File: config.mk
export PLATFORM = sky130hd
export DESIGN_NAME = irq_ctrl
export DESIGN_NICKNAME = d
export VERILOG_FILES = /design/src/rtl/irq_ctrl_pkg.sv /design/src/rtl/sync_ff.sv /design/src/rtl/irq_ctrl.sv
export SDC_FILE = /design/constraint.sdc
export NUM_CORES = 1
export LEC_CHECK = 0
export BUFFER_PORTS_ARGS = -buffer_cell sky130_fd_sc_hd__clkbuf_2
export CORE_MARGIN = 1.5
export CORE_UTILIZATION = 30
export DETAILED_ROUTE_END_ITERATION = 12
export PLACE_DENSITY = 0.84
export SKIP_LAST_GASP = 1
export SLEW_MARGIN = 20
export SYNTH_ARGS = -nofsm -noshare
export SYNTH_HDL_FRONTEND = slang
export SYNTH_SLANG_ARGS = --single-unit
File: constraint.sdc
create_clock -name clk -period 2.28 [get_ports clk]
set_input_delay 0.342 -clock clk [delete_from_list [all_inputs] [get_ports clk]]
set_output_delay 0.342 -clock clk [all_outputs]
set_load 0.03 [all_outputs]
File: src/rtl/irq_ctrl_pkg.sv
// Shared interrupt/trap constants for irq_ctrl and the CSR unit.
package irq_ctrl_pkg;

  localparam int MEIP_BIT = 11;
  localparam int MTIP_BIT = 7;
  localparam int MSIP_BIT = 3;

  localparam logic [4:0] MEI_CODE = 5'd11;
  localparam logic [4:0] MSI_CODE = 5'd3;
  localparam logic [4:0] MTI_CODE = 5'd7;

  localparam logic [4:0] INST_ADDR_MISALIGN  = 5'd0;
  localparam logic [4:0] ILLEGAL_INST        = 5'd2;
  localparam logic [4:0] ENV_BREAK           = 5'd3;
  localparam logic [4:0] LOAD_ADDR_MISALIGN  = 5'd4;
  localparam logic [4:0] STORE_ADDR_MISALIGN = 5'd6;
  localparam logic [4:0] ENV_CALL_M          = 5'd11;

  typedef enum logic {RUN = 1'b0, HANDLER = 1'b1} irq_state_t;

  function automatic logic [31:0] irq_cause(input logic [4:0] code);
    return {1'b1, 26'b0, code};
  endfunction

endpackage

File: src/rtl/sync_ff.sv
// N-flop synchroniser for a single asynchronous level, cleared to 0 on reset.
module sync_ff #(
  parameter int STAGES = 2
) (
  input  logic clk,
  input  logic rst_n,
  input  logic d,
  output logic q
);

  logic [STAGES-1:0] ff;

  always_ff @(posedge clk or negedge rst_n) begin
    if (!rst_n) ff <= '0;
    else        ff <= {ff[STAGES-2:0], d};
  end

  assign q = ff[STAGES-1];

endmodule

File: src/rtl/irq_ctrl.sv
// Machine-mode interrupt/trap arbiter: registers sources into mip, picks
// exception over interrupt, and blocks interrupt re-entry until MRET.
module irq_ctrl
  import irq_ctrl_pkg::*;
#(
  parameter int SYNC_STAGES = 2
) (
  input  logic        clk,
  input  logic        rst_n,
  input  logic        ext_irq,
  input  logic        sw_irq,
  input  logic        timer_irq,
  input  logic [31:0] mie,
  input  logic        irq_en,
  input  logic        exc_valid,
  input  logic [4:0]  exc_cause,
  input  logic        int_window,
  input  logic        trap_finish,
  output logic [31:0] mip,
  output logic [31:0] trap_cause,
  output logic        trap_pending
);

  logic       ext_sync, sw_q, timer_q;
  logic       irq_any;
  irq_state_t state;

  sync_ff #(.STAGES(SYNC_STAGES)) u_ext_sync (
    .clk   (clk),
    .rst_n (rst_n),
    .d     (ext_irq),
    .q     (ext_sync)
  );

  always_ff @(posedge clk or negedge rst_n) begin
    if (!rst_n) begin
      sw_q    <= 1'b0;
      timer_q <= 1'b0;
    end else begin
      sw_q    <= sw_irq;
      timer_q <= timer_irq;
    end
  end

  always_comb begin
    mip           = '0;
    mip[MEIP_BIT] = ext_sync;
    mip[MTIP_BIT] = timer_q;
    mip[MSIP_BIT] = sw_q;
  end

  assign irq_any = |(mip & mie);

  // Outputs are forced low while reset is held so the CSR unit never
  // captures a trap during reset, even with exc_valid floating high.
  always_comb begin
    trap_pending = 1'b0;
    trap_cause   = '0;
    if (rst_n) begin
      if (exc_valid) begin
        trap_pending = 1'b1;
        trap_cause   = {27'b0, exc_cause};
      end else if (state == RUN && int_window && irq_en && irq_any) begin
        trap_pending = 1'b1;
        if (mip[MEIP_BIT] && mie[MEIP_BIT])      trap_cause = irq_cause(MEI_CODE);
        else if (mip[MSIP_BIT] && mie[MSIP_BIT]) trap_cause = irq_cause(MSI_CODE);
        else                                     trap_cause = irq_cause(MTI_CODE);
      end
    end
  end

  // A nested exception keeps us in HANDLER even if MRET retires alongside it.
  always_ff @(posedge clk or negedge rst_n) begin
    if (!rst_n) state <= RUN;
    else begin
      case (state)
        RUN:     if (trap_pending) state <= HANDLER;
        HANDLER: if (trap_finish && !exc_valid) state <= RUN;
        default: state <= RUN;
      endcase
    end
  end

endmodule

==> metrics.yaml <==
synth_edf_count: 0
synthTopCellsByArea: "buf_4 62%, dfrtp_1 18%, nand3_1 2.1%, a2bb2oi_2 2.1%, inv_1 1.6%"
avgSynthCellArea_sq_um: 8.24
timing.clock.skew_ns: 0.000610
die_x_microns: 51.3
setup_ws_ns: 0.152
p_int_mw: 0.189
yosys.area_share.xor_xnor: 0
outcome: "finished clean"
cts-htree-levels: 1
synth_top_family_by_area: "buffers and inverters"
setup_viol: 0
syn_to_final_growth_pct: -4.82
cts_buffers: 3
start_util: 0.317
route.detailed.drc: 0
die_h_microns: 51.3
port_buffers: 26
grt_pass1_vias: 296
path_max_fanout: 11
globalplace.congestion: 0.633
synth_compound_area_frac: 0.0750
row_count: 17
totalWireLength_microns: 1040
peakVddDrop_v: 0.000311
fmax_ghz: 0.470
rsz0062_at_grt: "false"
hold_class: "in -> reg"
startpoint_type: "input pin"
yosys.area.top_type: "buf_4"
synthMuxAreaShare: 0.0143
comb_power_share: 0.478
preCtsSetupSlack_ns: 0.553
timing.setup.tns_ns: 0
ys_ff_latch: 5
finalMaxSlewViolations: 0
post_synth_num_cell_types: 18
cts_tree: "built"
antenna_found_initial: 0
switching_power_mw: 0.197
post-route-period-util: 0.933
timing.final.hold_violations: 0
endpoint_kind: "output port"
cts-root-buf: "clkbuf_4"
die_area_sq_um: 2630
routed_via_density: 3.27
yosysWarnings: 0
worstPathArrival_ns: 1.79
p_total_mw: 0.386
fp.coreArea_sq_um: 2210
p_sw_frac: 0.511
synthAdderAreaFrac: 0
path_clk_slew_ns: 0.04
seqPwrFrac: 0.259
yosysSeqAreaShare: 0.179
grt_usage: 0.0743
drv_cap: 0
crit_type: "in -> out"
netlist.area_leader.share: 0.621
clk-insertion-delay-late_ns: 0.24
cts_sinks: 5
grt_max_degree: 12
p_per_area_nw_per_um2: 578
ant_nets: 0
grt_pass1_wl_microns: 1380
pwr-share-clk: 0.263
synth-simple-area-share: 0.0821
dp_hpwl_microns: 909
routedWlPerCell_microns: 7.45
required_ns: 1.94
async_flop_share: 1.00
syn_area_sq_um: 701
post-cts-setup-buffers: 0
via_count: 455
period_needed_ns: 2.13
dr.pass1.iters: 4
nets: 158
drt_iter0_markers: 6
layout-drive-gt1-share: 0.270
grt_overflow_total: 0
diodes: 0
synthCells: 85
post_dp_cell_area_sq_um: 628
cts_buffer_depth: 2
final_area_sq_um: 667
io_pins: 111
leakagePower_nw: 0.425
synthFlopType: "dfrtp_1"
## logic make-up (layout without fill, tap and decap cells)
logic type,Yosys count,in the layout
buffers and inverters,62,34
AND/OR/NAND/NOR,9,9
AO/OA/AOI/OAI,7,7
flip-flops,5,5
other,1,55
multiplexers,1,1
## worst max-delay path: stages
cell           delay, ns
dlygate4sd3_1       0.52
clkbuf_4            0.21
nand4b_1            0.16
a2bb2oi_2           0.21
a21oi_1             0.12
clkbuf_2            0.22
## metal layers
layer	wire length (microns)	GRT usage
met1	350	0.0775
met2	522	0.126
met3	162	0.0409
met4	0	0.0263
met5	0	0
## metrics by stage
stage	hold WS [ns]	utilization	cells
2_1_floorplan	0.0464	-	139
3_3_place_gp	0.215	0.284	134
3_5_place_dp	0.220	0.284	134
4_1_cts	0.196	0.300	139
5_1_grt	0.200	0.301	139
6_report	0.206	0.301	139
## final timing paths
check	start	endpoint	slack, ns	cells past startpoint
min in group asynchronous	rst_n	u_ext_sync.ff[0]$_DFF_PN0_	0.49	2
hold reg to reg	u_ext_sync.ff[0]$_DFF_PN0_	u_ext_sync.ff[1]$_DFF_PN0_	0.35	0
setup reg to reg	sw_q$_DFF_PN0_	state$_DFF_PN0_	0.95	3
setup / recovery	rst_n	trap_cause[1]	0.15	6
max in group asynchronous	rst_n	u_ext_sync.ff[1]$_DFF_PN0_	1.65	2
hold / removal	ext_irq	u_ext_sync.ff[0]$_DFF_PN0_	0.21	1
## state kept, by name (all words and copies together) (netlist names)
| signal | count |
|---|---|
| u_ext_sync.ff | 2 |
| timer_q | 1 |
| sw_q | 1 |
| state | 1 |
## power groups by stage
stage                     combinational (mW)  clock, mW  sequential [mW]
after global placement                 0.180          0            0.101
after CTS                              0.183      0.108           0.0999
after global routing                   0.196      0.113            0.100
final                                  0.184      0.102           0.0999
after floorplan                        0.231          0            0.100
after detailed placement               0.182          0            0.101
## cell usage in the layout (no fill, tap or decap)
cell type and count:
and3_1 1, a21oi_1 2, mux2i_1 1, nand4b_1 1, nor3_1 1, nand3_1 3
o21ai_0 2, clkbuf_4 4, inv_1 3, nand4_1 1, a2bb2oi_2 1, clkbuf_2 24
clkbuf_1 1, nor2b_1 1, conb_1 55, dlygate4sd3_1 1, a222oi_1 1, and4b_1 1
buf_2 1, a22oi_1 1, dfrtp_1 5
## synthesized netlist by cell type (2+ instances only)
library cell	number
buf_4	58
a21oi_1	2
dfrtp_1	5
o21ai_0	2
inv_1	3
nand3_1	3
## repair_timing
item                       CTS  global route
setup endpoints to repair    0             4
resized for setup            0             3
hold buffers                 1             0
hold endpoints to repair     5             0
## area by class of cell
class                      count  area, sq um
clock buffer                   4         26.3
fill                         268         1550
inverter                       3         11.3
multi-input combinational     72          327
sequential                     5          125
tap                           28         35.0
timing repair buffer          27          143
(Power assumes the default switching activity.)
